`src/rtl/acc_pkg.sv`:
```
// Shared opcodes and sizing helpers for the accumulator/stack unit.
package acc_pkg;

    localparam logic [2:0] OP_NOP  = 3'd0;
    localparam logic [2:0] OP_LOAD = 3'd1;
    localparam logic [2:0] OP_ADD  = 3'd2;
    localparam logic [2:0] OP_SUB  = 3'd3;
    localparam logic [2:0] OP_SHL  = 3'd4;
    localparam logic [2:0] OP_SHR  = 3'd5;
    localparam logic [2:0] OP_PUSH = 3'd6;
    localparam logic [2:0] OP_POP  = 3'd7;

    // Occupancy counter must represent 0..depth inclusive.
    function automatic int unsigned cnt_width(input int unsigned depth);
        return $clog2(depth + 1);
    endfunction

endpackage

```
`src/rtl/acc_lifo.sv`:
```
// DEPTH x WIDTH save stack with occupancy tracking and illegal-access pulse.
module acc_lifo
    import acc_pkg::*;
#(
    parameter int unsigned WIDTH = 8,
    parameter int unsigned DEPTH = 4
) (
    input  logic                          clk,
    input  logic                          rst_n,
    input  logic                          push,
    input  logic                          pop,
    input  logic [WIDTH-1:0]              wdata,
    output logic [WIDTH-1:0]              rdata,
    output logic [cnt_width(DEPTH)-1:0]   count,
    output logic                          full,
    output logic                          empty,
    output logic                          err
);

    localparam int unsigned CW = cnt_width(DEPTH);
    localparam int unsigned IW = (DEPTH > 1) ? $clog2(DEPTH) : 1;

    logic [WIDTH-1:0] mem_q [DEPTH];
    logic [CW-1:0]    count_q;
    logic [CW-1:0]    top_idx;
    logic             err_q;
    logic             do_push;
    logic             do_pop;

    assign full    = (count_q == CW'(DEPTH));
    assign empty   = (count_q == '0);
    assign do_push = push && !full;
    assign do_pop  = pop && !empty;
    assign top_idx = count_q - CW'(1);
    assign rdata   = mem_q[top_idx[IW-1:0]];
    assign count   = count_q;
    assign err     = err_q;

    always_ff @(posedge clk or negedge rst_n) begin
        if (!rst_n) begin
            count_q <= '0;
            err_q   <= 1'b0;
        end else begin
            err_q <= (push && full) || (pop && empty);
            if (do_push) begin
                count_q <= count_q + CW'(1);
            end else if (do_pop) begin
                count_q <= top_idx;
            end
        end
    end

    // Entries are don't-care after reset, so the array carries no reset.
    always_ff @(posedge clk) begin
        if (do_push) begin
            mem_q[count_q[IW-1:0]] <= wdata;
        end
    end

endmodule

```
`src/rtl/acc_stack_unit.sv`:
```
// Accumulator with add/sub/shift datapath, registered C/V flags and a LIFO save stack.
module acc_stack_unit
    import acc_pkg::*;
#(
    parameter int unsigned WIDTH = 8,
    parameter int unsigned DEPTH = 4
) (
    input  logic                          clk,
    input  logic                          rst_n,
    input  logic [WIDTH-1:0]              data_in,
    input  logic [2:0]                    op,
    input  logic                          op_en,
    output logic [WIDTH-1:0]              acc_out,
    output logic                          zero_flag,
    output logic                          carry_flag,
    output logic                          neg_flag,
    output logic                          ovf_flag,
    output logic [cnt_width(DEPTH)-1:0]   stk_count,
    output logic                          stk_full,
    output logic                          stk_empty,
    output logic                          stk_err
);

    localparam int unsigned MSB = WIDTH - 1;

    logic [WIDTH-1:0] acc_q, acc_d;
    logic             c_q, c_d;
    logic             v_q, v_d;
    logic             push, pop;
    logic [WIDTH-1:0] stk_rdata;
    logic [WIDTH:0]   sum, diff;

    // Bit WIDTH of the extended result is the carry out / borrow.
    assign sum  = {1'b0, acc_q} + {1'b0, data_in};
    assign diff = {1'b0, acc_q} - {1'b0, data_in};

    always_comb begin
        acc_d = acc_q;
        c_d   = c_q;
        v_d   = v_q;
        push  = 1'b0;
        pop   = 1'b0;
        if (op_en) begin
            case (op)
                OP_LOAD: acc_d = data_in;
                OP_ADD: begin
                    {c_d, acc_d} = sum;
                    v_d = (acc_q[MSB] == data_in[MSB]) && (sum[MSB] != acc_q[MSB]);
                end
                OP_SUB: begin
                    {c_d, acc_d} = diff;
                    v_d = (acc_q[MSB] != data_in[MSB]) && (diff[MSB] != acc_q[MSB]);
                end
                OP_SHL: begin
                    acc_d = {acc_q[MSB-1:0], 1'b0};
                    c_d   = acc_q[MSB];
                    v_d   = 1'b0;
                end
                OP_SHR: begin
                    acc_d = {1'b0, acc_q[MSB:1]};
                    c_d   = acc_q[0];
                    v_d   = 1'b0;
                end
                OP_PUSH: push = 1'b1;
                OP_POP: begin
                    pop = 1'b1;
                    if (!stk_empty) begin
                        acc_d = stk_rdata;
                    end
                end
                default: ;
            endcase
        end
    end

    always_ff @(posedge clk or negedge rst_n) begin
        if (!rst_n) begin
            acc_q <= '0;
            c_q   <= 1'b0;
            v_q   <= 1'b0;
        end else begin
            acc_q <= acc_d;
            c_q   <= c_d;
            v_q   <= v_d;
        end
    end

    acc_lifo #(
        .WIDTH (WIDTH),
        .DEPTH (DEPTH)
    ) u_lifo (
        .clk   (clk),
        .rst_n (rst_n),
        .push  (push),
        .pop   (pop),
        .wdata (acc_q),
        .rdata (stk_rdata),
        .count (stk_count),
        .full  (stk_full),
        .empty (stk_empty),
        .err   (stk_err)
    );

    assign acc_out    = acc_q;
    assign zero_flag  = (acc_q == '0);
    assign neg_flag   = acc_q[MSB];
    assign carry_flag = c_q;
    assign ovf_flag   = v_q;

endmodule

```
`config.mk`:
```
export PLATFORM = sky130hd
export DESIGN_NAME = acc_stack_unit
export DESIGN_NICKNAME = d
export VERILOG_FILES = /design/src/rtl/acc_pkg.sv /design/src/rtl/acc_lifo.sv /design/src/rtl/acc_stack_unit.sv
export SDC_FILE = /design/constraint.sdc
export NUM_CORES = 1
export LEC_CHECK = 0
export ABC_AREA = 1
export CORE_ASPECT_RATIO = 0.75
export CORE_MARGIN = 5
export CORE_UTILIZATION = 54
export CTS_BUF_LIST = sky130_fd_sc_hd__clkbuf_4 sky130_fd_sc_hd__clkbuf_8
export DETAILED_ROUTE_END_ITERATION = 16
export PLACE_DENSITY = 0.79
export RECOVER_POWER = 50
export REMOVE_ABC_BUFFERS = 1
export SLEW_MARGIN = 20
export SYNTH_ARGS = -nofsm -noshare
export SYNTH_HDL_FRONTEND = slang
export SYNTH_SLANG_ARGS = --single-unit
```
`constraint.sdc`:
```
create_clock -name clk -period 2.2 [get_ports clk]
set_clock_uncertainty 0.05 [all_clocks]
set_input_delay 0.44 -clock clk [delete_from_list [all_inputs] [get_ports clk]]
set_output_delay 0.44 -clock clk [all_outputs]
set_load 0.02 [all_outputs]
```
# After elaboration in Yosys (flattened, before gate mapping)
# Memories as Yosys holds them, arrays and structs flattened.
# Cells that the tools add are included.
# word_totals
regBits,14
ramBits,32
inputBits,14
mem_count,1
# classes
add_sub_neg,4
eq_ne,13
mux,12
reduce_logical,19
# mem_list
memory,words,width,rd,rd_clocked_by_memory_dff,write_ports,line,source
u_lifo.mem_q,4,8,1,0,1,acc_lifo.sv:23,logic [WIDTH-1:0] mem_q [DEPTH];
# ops
operator,n
$pmux 8 s6,1
$eq 3x3->1 const B,5
$add 8x8->9,1
$sub 8x8->9,1
$logic_not 8->1,1
$mux 8,1
$eq 3x2->1 const B,2
$logic_and 1x1->1,6
$mux 1,6
$mux 3,2
$reduce_bool 6->1,1
$pmux 1 s4,1
$reduce_and 2->1,2
$reduce_bool 4->1,1
$add 3x1->3 const B,1
$eq 3x1->1 const B,1
$logic_not 3->1,1
$ne 1x1->1,3
$pmux 1 s3,1
$reduce_and 3->1,1
$reduce_bool 3->1,1
$sub 3x1->3 const B,1
$logic_not 1->1,2
$ne 2x2->1 const B,1
other kinds (4),4

# Depth between registers and ports, before layout
# Gate-level depths: netlist of the first run.
# logic_depth
word_depth,6
ltp_mapped,14

# Cells and area by module
# A second synthesis of the first run with hierarchy kept.
# unflattened
cells_unflattened,418
hier_area_um2,3244.4
# modules_own_cells
mod,n_inst,cells_per_inst,area_per_inst_um2,seq_area_each_um2
acc_stack_unit,1,275,1630.3,250.2
acc_lifo,1,143,1614.0,1061.0

# Worst setup path before layout of the first run
# No wires, ideal clock.
# synth_path
kind,reg-to-reg
startpoint,"register u_lifo.count_q[0], in the netlist u_lifo.count[0]"
endpoint,"memory u_lifo.mem_q[1][0], enable pin"
setup_ps,371
arrival_ps,2050
path_slack_ps,-270
path_stages_with_launch,9
n_path_buf,2
cell_sequence,dfrtp_1 -> buf_4 -> inv_1 -> buf_2 -> ha_1 -> ha_1 -> inv_1 -> nand2_2 -> nor2_1
# synth_between
elab_chain_len,5
# synth_rtl
element,line,source
"start, declared",acc_lifo.sv:24,logic [CW-1:0] count_q;
"start signal, assigned",acc_lifo.sv:46,count_q <= count_q + CW'(1);
"start signal, assigned",acc_lifo.sv:48,count_q <= top_idx;
$eq 3x3->1,acc_lifo.sv:30,assign full = (count_q == CW'(DEPTH));
via stk_full,acc_stack_unit.sv:19,"output logic stk_full,"
$logic_not 1->1,acc_lifo.sv:32,assign do_push = push && !full;
$logic_and 1x1->1,acc_lifo.sv:32,
$mux 1,acc_lifo.sv:55,if (do_push) begin
$mux 1 (implied by the code),acc_lifo.sv:56,mem_q[count_q[IW-1:0]] <= wdata;
"end, declared",acc_lifo.sv:23,
# The timed path passes the listed nets, and every way through them passes these cells.

# Final worst setup path of the first run
# layout_path
startpoint,"register acc_q[3], in the netlist acc_out[3]"
endpoint,output acc_out[3]
# layout_lines
element,line,source
"start, declared",acc_stack_unit.sv:26,"logic [WIDTH-1:0] acc_q, acc_d;"
"start signal, assigned",acc_stack_unit.sv:78,acc_q <= '0;
"start signal, assigned",acc_stack_unit.sv:82,acc_q <= acc_d;
"end, declared",acc_stack_unit.sv:13,"output logic [WIDTH-1:0] acc_out,"
# No word-level cell between the ends.

==> results of run 1 <==
## per-stage QoR
stage,total power [mW],cell area [sq um],cells,TNS (ns)
4_1_cts,4.31,4120,572,0
6_report,4.33,4120,572,0
2_1_floorplan,2.58,3140,394,-15.98
5_1_grt,4.66,4120,572,-0.0404
3_5_place_dp,3.67,4000,564,-1.83
3_3_place_gp,3.60,4000,564,-1.55
## cell families (layout without fill, tap and decap cells)
| group | after synthesis | count (layout) | synth area share, % |
|---|---|---|---|
| AND/OR/NAND/NOR | 209 | 209 | 29.6 |
| AO/OA/AOI/OAI | 55 | 55 | 9.99 |
| XOR/XNOR | 1 | 1 | 0.273 |
| adder cells (fa/ha/maj) | 25 | 25 | 10.2 |
| flip-flops | 46 | 46 | 40.9 |
| buffers and inverters | 68 | 158 | 8.98 |
## placed cells by master (no fill, tap or decap), types with 2 or more instances in the layout
master            n
a21oi_1          22
nand2_2           3
nand4_1           8
nor2_1           43
nand2_1          96
a21oi_2           3
inv_1            52
inv_2             5
dlygate4sd3_1     5
dfrtp_1          14
dlygate4sd2_1     2
ha_1             21
o21ai_0          17
nor3b_1           2
nor2_4            2
nor3_1            3
clkbuf_1          4
o21a_1            2
nand3_1          43
clkdlybuf4s50_1  22
o211ai_1          5
buf_4            57
and2_1            2
edfxtp_1         32
clkbuf_8          5
## timing repair
item                       CTS  global route
hold buffers                 0             0
setup endpoints to repair    4             7
pin swaps                    0             2
resized for setup            4            12
## sequential cells by signal, summed over array words and instances (netlist names)
signal / cells
u_lifo.mem_q: 32
u_lifo.count: 3
acc_out: 8
ovf_flag: 1
carry_flag: 1
u_lifo.err: 1
## final timing paths
check / from / to / slack (ns)
setup / recovery: acc_out[3] / acc_out[3] / 0.06
hold / removal: ovf_flag / ovf_flag / 0.44
setup reg to reg: acc_out[0] / acc_out[4] / 0.14
hold reg to reg: ovf_flag / ovf_flag / 0.44
max in group asynchronous: rst_n / u_lifo.err / 0.76
min in group asynchronous: rst_n / acc_out[7] / 0.76
## report_power, final
group / total (mW) / switching [mW] / internal, mW
registers: 1.17 / 0.0798 / 1.09
clock network: 0.642 / 0.291 / 0.351
logic: 2.52 / 1.49 / 1.02
total: 4.33 / 1.86 / 2.46
## per-layer routing
metal,GRT usage (%),vias to the layer above,share of wire (%)
li1,-,1516,-
met1,35.8,1409,47
met2,36.4,139,45
met3,4.17,12,7.8
met4,4.09,0,0.76
met5,0,-,0
## worst min-delay path: stages (launching register included)
cell and delay [ns]:
dfrtp_1 0.35, nand2_1 0.05, nand2_1 0.06
## layout make-up
cell class	instances	area (sq um)
Fill cell	456	1670
Multi-Input combinational cell	290	1630
Sequential cell	46	1310
Timing Repair Buffer	92	748
Inverter	58	220
Tap cell	78	97.6
Clock buffer	6	76.3
Clock inverter	2	37.5
==> metrics.md, run 1 <==
| Metric | Value |
|---|---|
| Leading area contributor after synthesis | `edfxtp_1` |
| Worst path slowest cell | `clkdlybuf4s50_1` |
| Clk_lat worst skew | `0.30 ns` |
| Most frequent cells after synthesis | `95 x nand2_1, 54 x inv_1, 44 x nor2_1, 43 x nand3_1, 32 x edfxtp_1` |
| VDD IR max | `0.918 mV` |
| CP Capture Type | `output pin` |
| Yosys reg bits | `46` |
| DRC | `0` |
| Max Slew Vio Count | `0` |
| Die ar. | `7590 sq um` |
| Leak | `1.95 nW` |
| Critical path fanouts, max | `8` |
| Clk sink count | `46` |
| Input/output buffers | `31` |
| Worst Tran Pin Value | `0.974 ns` |
| Cell family with most CP delay | `buffers and inverters` |
| H-Tree Depth | `2` |
| Most common cell in the synthesized netlist | `nand2_1` |
| Critical Path RT | `1.71 ns` |
| Worst Hold Depth | `2` |
| Final worst slack | `0.0613 ns` |
| Worst r2r path cells | `12` |
| Routability cong. | `0.947` |
| Synth Area per Inst | `7.93 sq um` |
| Critical path arrival | `1.65 ns` |
| Starting DRT DRC Count | `358` |
| Worst Hold Class | `reg -> reg` |
| Sequential share of the synthesized area | `40.9%` |
| First-pass GRT wire length | `14500 um` |
| Largest net degree at the start of global routing | `22` |
| Final WL | `8770 um` |
| Unique masters post-synth | `39` |
| Count of final setup violators | `0` |
| Fmax | `468 MHz` |
| Critical Path Stages | `2` |
| Diode count | `0` |
| TritonCTS clock tree | `yes` |
| Overflow after GRT | `0` |
| Layout cells sized above 1 | `18.2%` |
| Cell Rows | `24` |
| Vias in the first global route | `2951` |
| Postcts setup bufs | `0` |
| Synthesized area | `3210 sq um` |
| Critical Path, Cell by Cell | `clkbuf_1, clkdlybuf4s50_1` |
| Clock-pin slew on the worst setup and hold paths | `0.08 ns` |
| CTS Buf Count | `5` |
| Syn. warnings | `0` |
| Area share of the largest cell type after synthesis | `30.0%` |
| Final ANT Viol Nets | `0` |
| Setup Slack @ Placement | `-0.376 ns` |
| TritonRoute pass-1 iters | `5` |
| Die width | `99.0 um` |
| Area delta synth->final | `28.6%` |
| Buffer depth of the longest clock path | `2` |
| Status | `finished, final reports clean` |
| Hold WS | `0.439 ns` |
| Global-route usage over all layers | `23.8%` |
| Synth top area cells | `edfxtp_1 30%, nand2_1 11%, dfrtp_1 11%` |
| Final hold violation count | `0` |
| Part of the cycle the worst path needs | `97.2%` |
| DR WL/cell | `15.3 um` |
| Top FF cell, synth | `edfxtp_1` |
| CTS Root Cell | `clkbuf_8` |
| DPL Wire Length | `6760 um` |
| Post-Syn Instances | `404` |
| Initial antenna violation count | `0` |
| Core Region | `5800 sq um` |
| Vias/cell | `5.38` |
| Power Density | `1050 nW/um^2` |
| Layout Nets | `532` |
| Fin util | `71.1%` |
| DIE HEIGHT | `76.7 um` |
| Max-capacitance violation count | `0` |
| Startpoint type of the worst setup path | `flop` |
| Number of synthesized flops with an enable pin | `32` |
| CP max stage delay | `0.68 ns` |
| Minimum clock period | `2.14 ns` |
| Setup CP Type | `reg -> out` |
| Buffers plus inverters on the worst setup path | `2` |
| Via count | `3076` |
| I/O pins | `32` |
| Async SR Flop Fraction | `30.4%` |
| Initial core utilization | `55.3%` |
| Worst slew margin | `35.1%` |
Note: power is estimated with default switching activity, not from simulation.
==> run 2, diff against run 1 <==
- CTS_CLUSTER_SIZE: not set -> 28
- SLEW_MARGIN: 20 -> not set
==> results of run 2 <==
The final DEF is identical to that of run 1; final timing and power are the same.
==> run 3, diff against run 2 <==
- CTS_BUF_LIST: sky130_fd_sc_hd__clkbuf_4 sky130_fd_sc_hd__clkbuf_8 -> sky130_fd_sc_hd__clkbuf_8
==> run 3 against run 2 <==
Effect of this change: via count is the same; utilization shrank 0.065 points; sequential power is essentially flat; total power shrank 0.24%; wire length grew 0.26%; sequential share of layout area is essentially flat; maximum frequency grew 0.17%.
==> metrics.md, run 3 (synthesis results as in run 1) <==
| Metric | Value |
|---|---|
| DPL Wire Length | `6760 um` |
| Postcts setup bufs | `0` |
| Most common cell after layout, fill and taps aside | `nand2_1` |
| Routability cong. | `0.947` |
| Final ANT Viol Nets | `0` |
| Vias in the first global route | `2951` |
| CP Capture Type | `output pin` |
| Leak | `1.95 nW` |
| DRC | `0` |
| Overflow after GRT | `0` |
| Layout cells sized above 1 | `18.0%` |
| Critical Path RT | `1.71 ns` |
| Layout Nets | `532` |
| Worst slew margin | `36.1%` |
| TritonRoute pass-1 iters | `5` |
| Startpoint type of the worst setup path | `flop` |
| Most frequent cells in the layout | `96 x nand2_1, 57 x buf_4, 53 x inv_1` |
| Setup CP Type | `reg -> out` |
| Fmax | `468 MHz` |
| Post-cts hold buffer count | `0` |
| Die width | `99.0 um` |
| Core Region | `5800 sq um` |
| Critical path arrival | `1.65 ns` |
| Worst Tran Pin Value | `0.959 ns` |
| Worst Hold Class | `reg -> reg` |
| Clock-pin slew on the worst setup and hold paths | `0.08 ns` |
| Diode count | `0` |
| First-pass GRT wire length | `14500 um` |
| Power Density | `1050 nW/um^2` |
| Clk_lat worst skew | `0.30 ns` |
| Area delta synth->final | `28.5%` |
| Launch point of the worst path | `acc_out[3]` |
| Input/output buffers | `31` |
| Largest net degree at the start of global routing | `22` |
| DR WL/cell | `15.4 um` |
| DP Cell Count | `564` |
| TritonCTS clock tree | `yes` |
| Cell Rows | `24` |
| Status | `finished, final reports clean` |
| Clk sink count | `46` |
| Hold Crit Start | `ovf_flag` |
| Fin util | `71.1%` |
| DIE HEIGHT | `76.7 um` |
| CTS Root Cell | `clkbuf_8` |
| Max-capacitance violation count | `0` |
| Critical path fanouts, max | `8` |
| Worst R2R Start | `acc_out[0]` |
| Initial antenna violation count | `0` |
| Final WL | `8800 um` |
| Part of the cycle the worst path needs | `97.1%` |
| Count of final setup violators | `0` |
| I/O pins | `32` |
| Starting DRT DRC Count | `357` |
| Tot Pwr | `4.32 mW` |
| H-Tree Depth | `2` |
| Fin cells | `572` |
| Global-route usage over all layers | `23.8%` |
| CTS Buf Count | `5` |
| Via count | `3076` |
| VDD IR max | `0.924 mV` |
| Buffer depth of the longest clock path | `2` |
| Initial core utilization | `55.3%` |
| Max reg flops | `32` |
| Final hold violation count | `0` |
| Total negative slack | `0 ns` |
| Max Slew Vio Count | `0` |
| Final worst slack | `0.0649 ns` |
| Vias/cell | `5.38` |
| Die ar. | `7590 sq um` |
| Minimum clock period | `2.14 ns` |
| Setup Slack @ Placement | `-0.376 ns` |
-- run 3: per-stage QoR --
| step | area (sq um) | hold WS [ns] |
|---|---|---|
| 3_5_place_dp | 4000 | 0.418 |
| 3_3_place_gp | 4000 | 0.421 |
| 6_report | 4120 | 0.439 |
| 2_1_floorplan | 3140 | 0.0944 |
| 4_1_cts | 4110 | 0.412 |
| 5_1_grt | 4120 | 0.493 |
-- run 3: layer usage --
layer	routed length [um]	track usage (%)	share of wire, %
met1	4150	35.8	47
met2	3930	36.4	45
met3	650	4.17	7.4
met4	65	4.09	0.74
met5	0	0	0
-- run 3: cell type report --
cell class	count	area [sq um]
clock buffer	5	68.8
clock inverter	3	41.3
fill	456	1680
inverter	58	220
multi-input combinational	290	1630
sequential	46	1310
tap	78	97.6
timing repair buffer	92	748
-- run 3: critical path: stages, from the launching register on --
cell	delay, ns
dfrtp_1	0.35
clkbuf_1	0.32
clkdlybuf4s50_1	0.68
-- run 3: repair_timing --
item / in CTS / in global routing
pin swaps: 0 / 2
endpoints found under the setup margin: 4 / 7
resized for setup: 4 / 12
-- run 3: path summary, 6_finish.rpt --
kind	end	slack [ns]	cells after the start
max in group asynchronous	u_lifo.err	0.77	2
min in group asynchronous	acc_out[7]	0.75	2
worst max-delay path	acc_out[3]	0.06	2
worst min-delay path	ovf_flag	0.44	2
worst min register to register	ovf_flag	0.44	2
worst max register to register	acc_out[4]	0.14	12
-- run 3: power breakdown --
group	switching [mW]	internal [mW]	total (mW)	leakage [nW]
Clock	0.294	0.335	0.629	0.0556
Sequential	0.0809	1.09	1.17	0.466
Combinational	1.49	1.02	2.52	1.43
Total	1.87	2.45	4.32	1.95
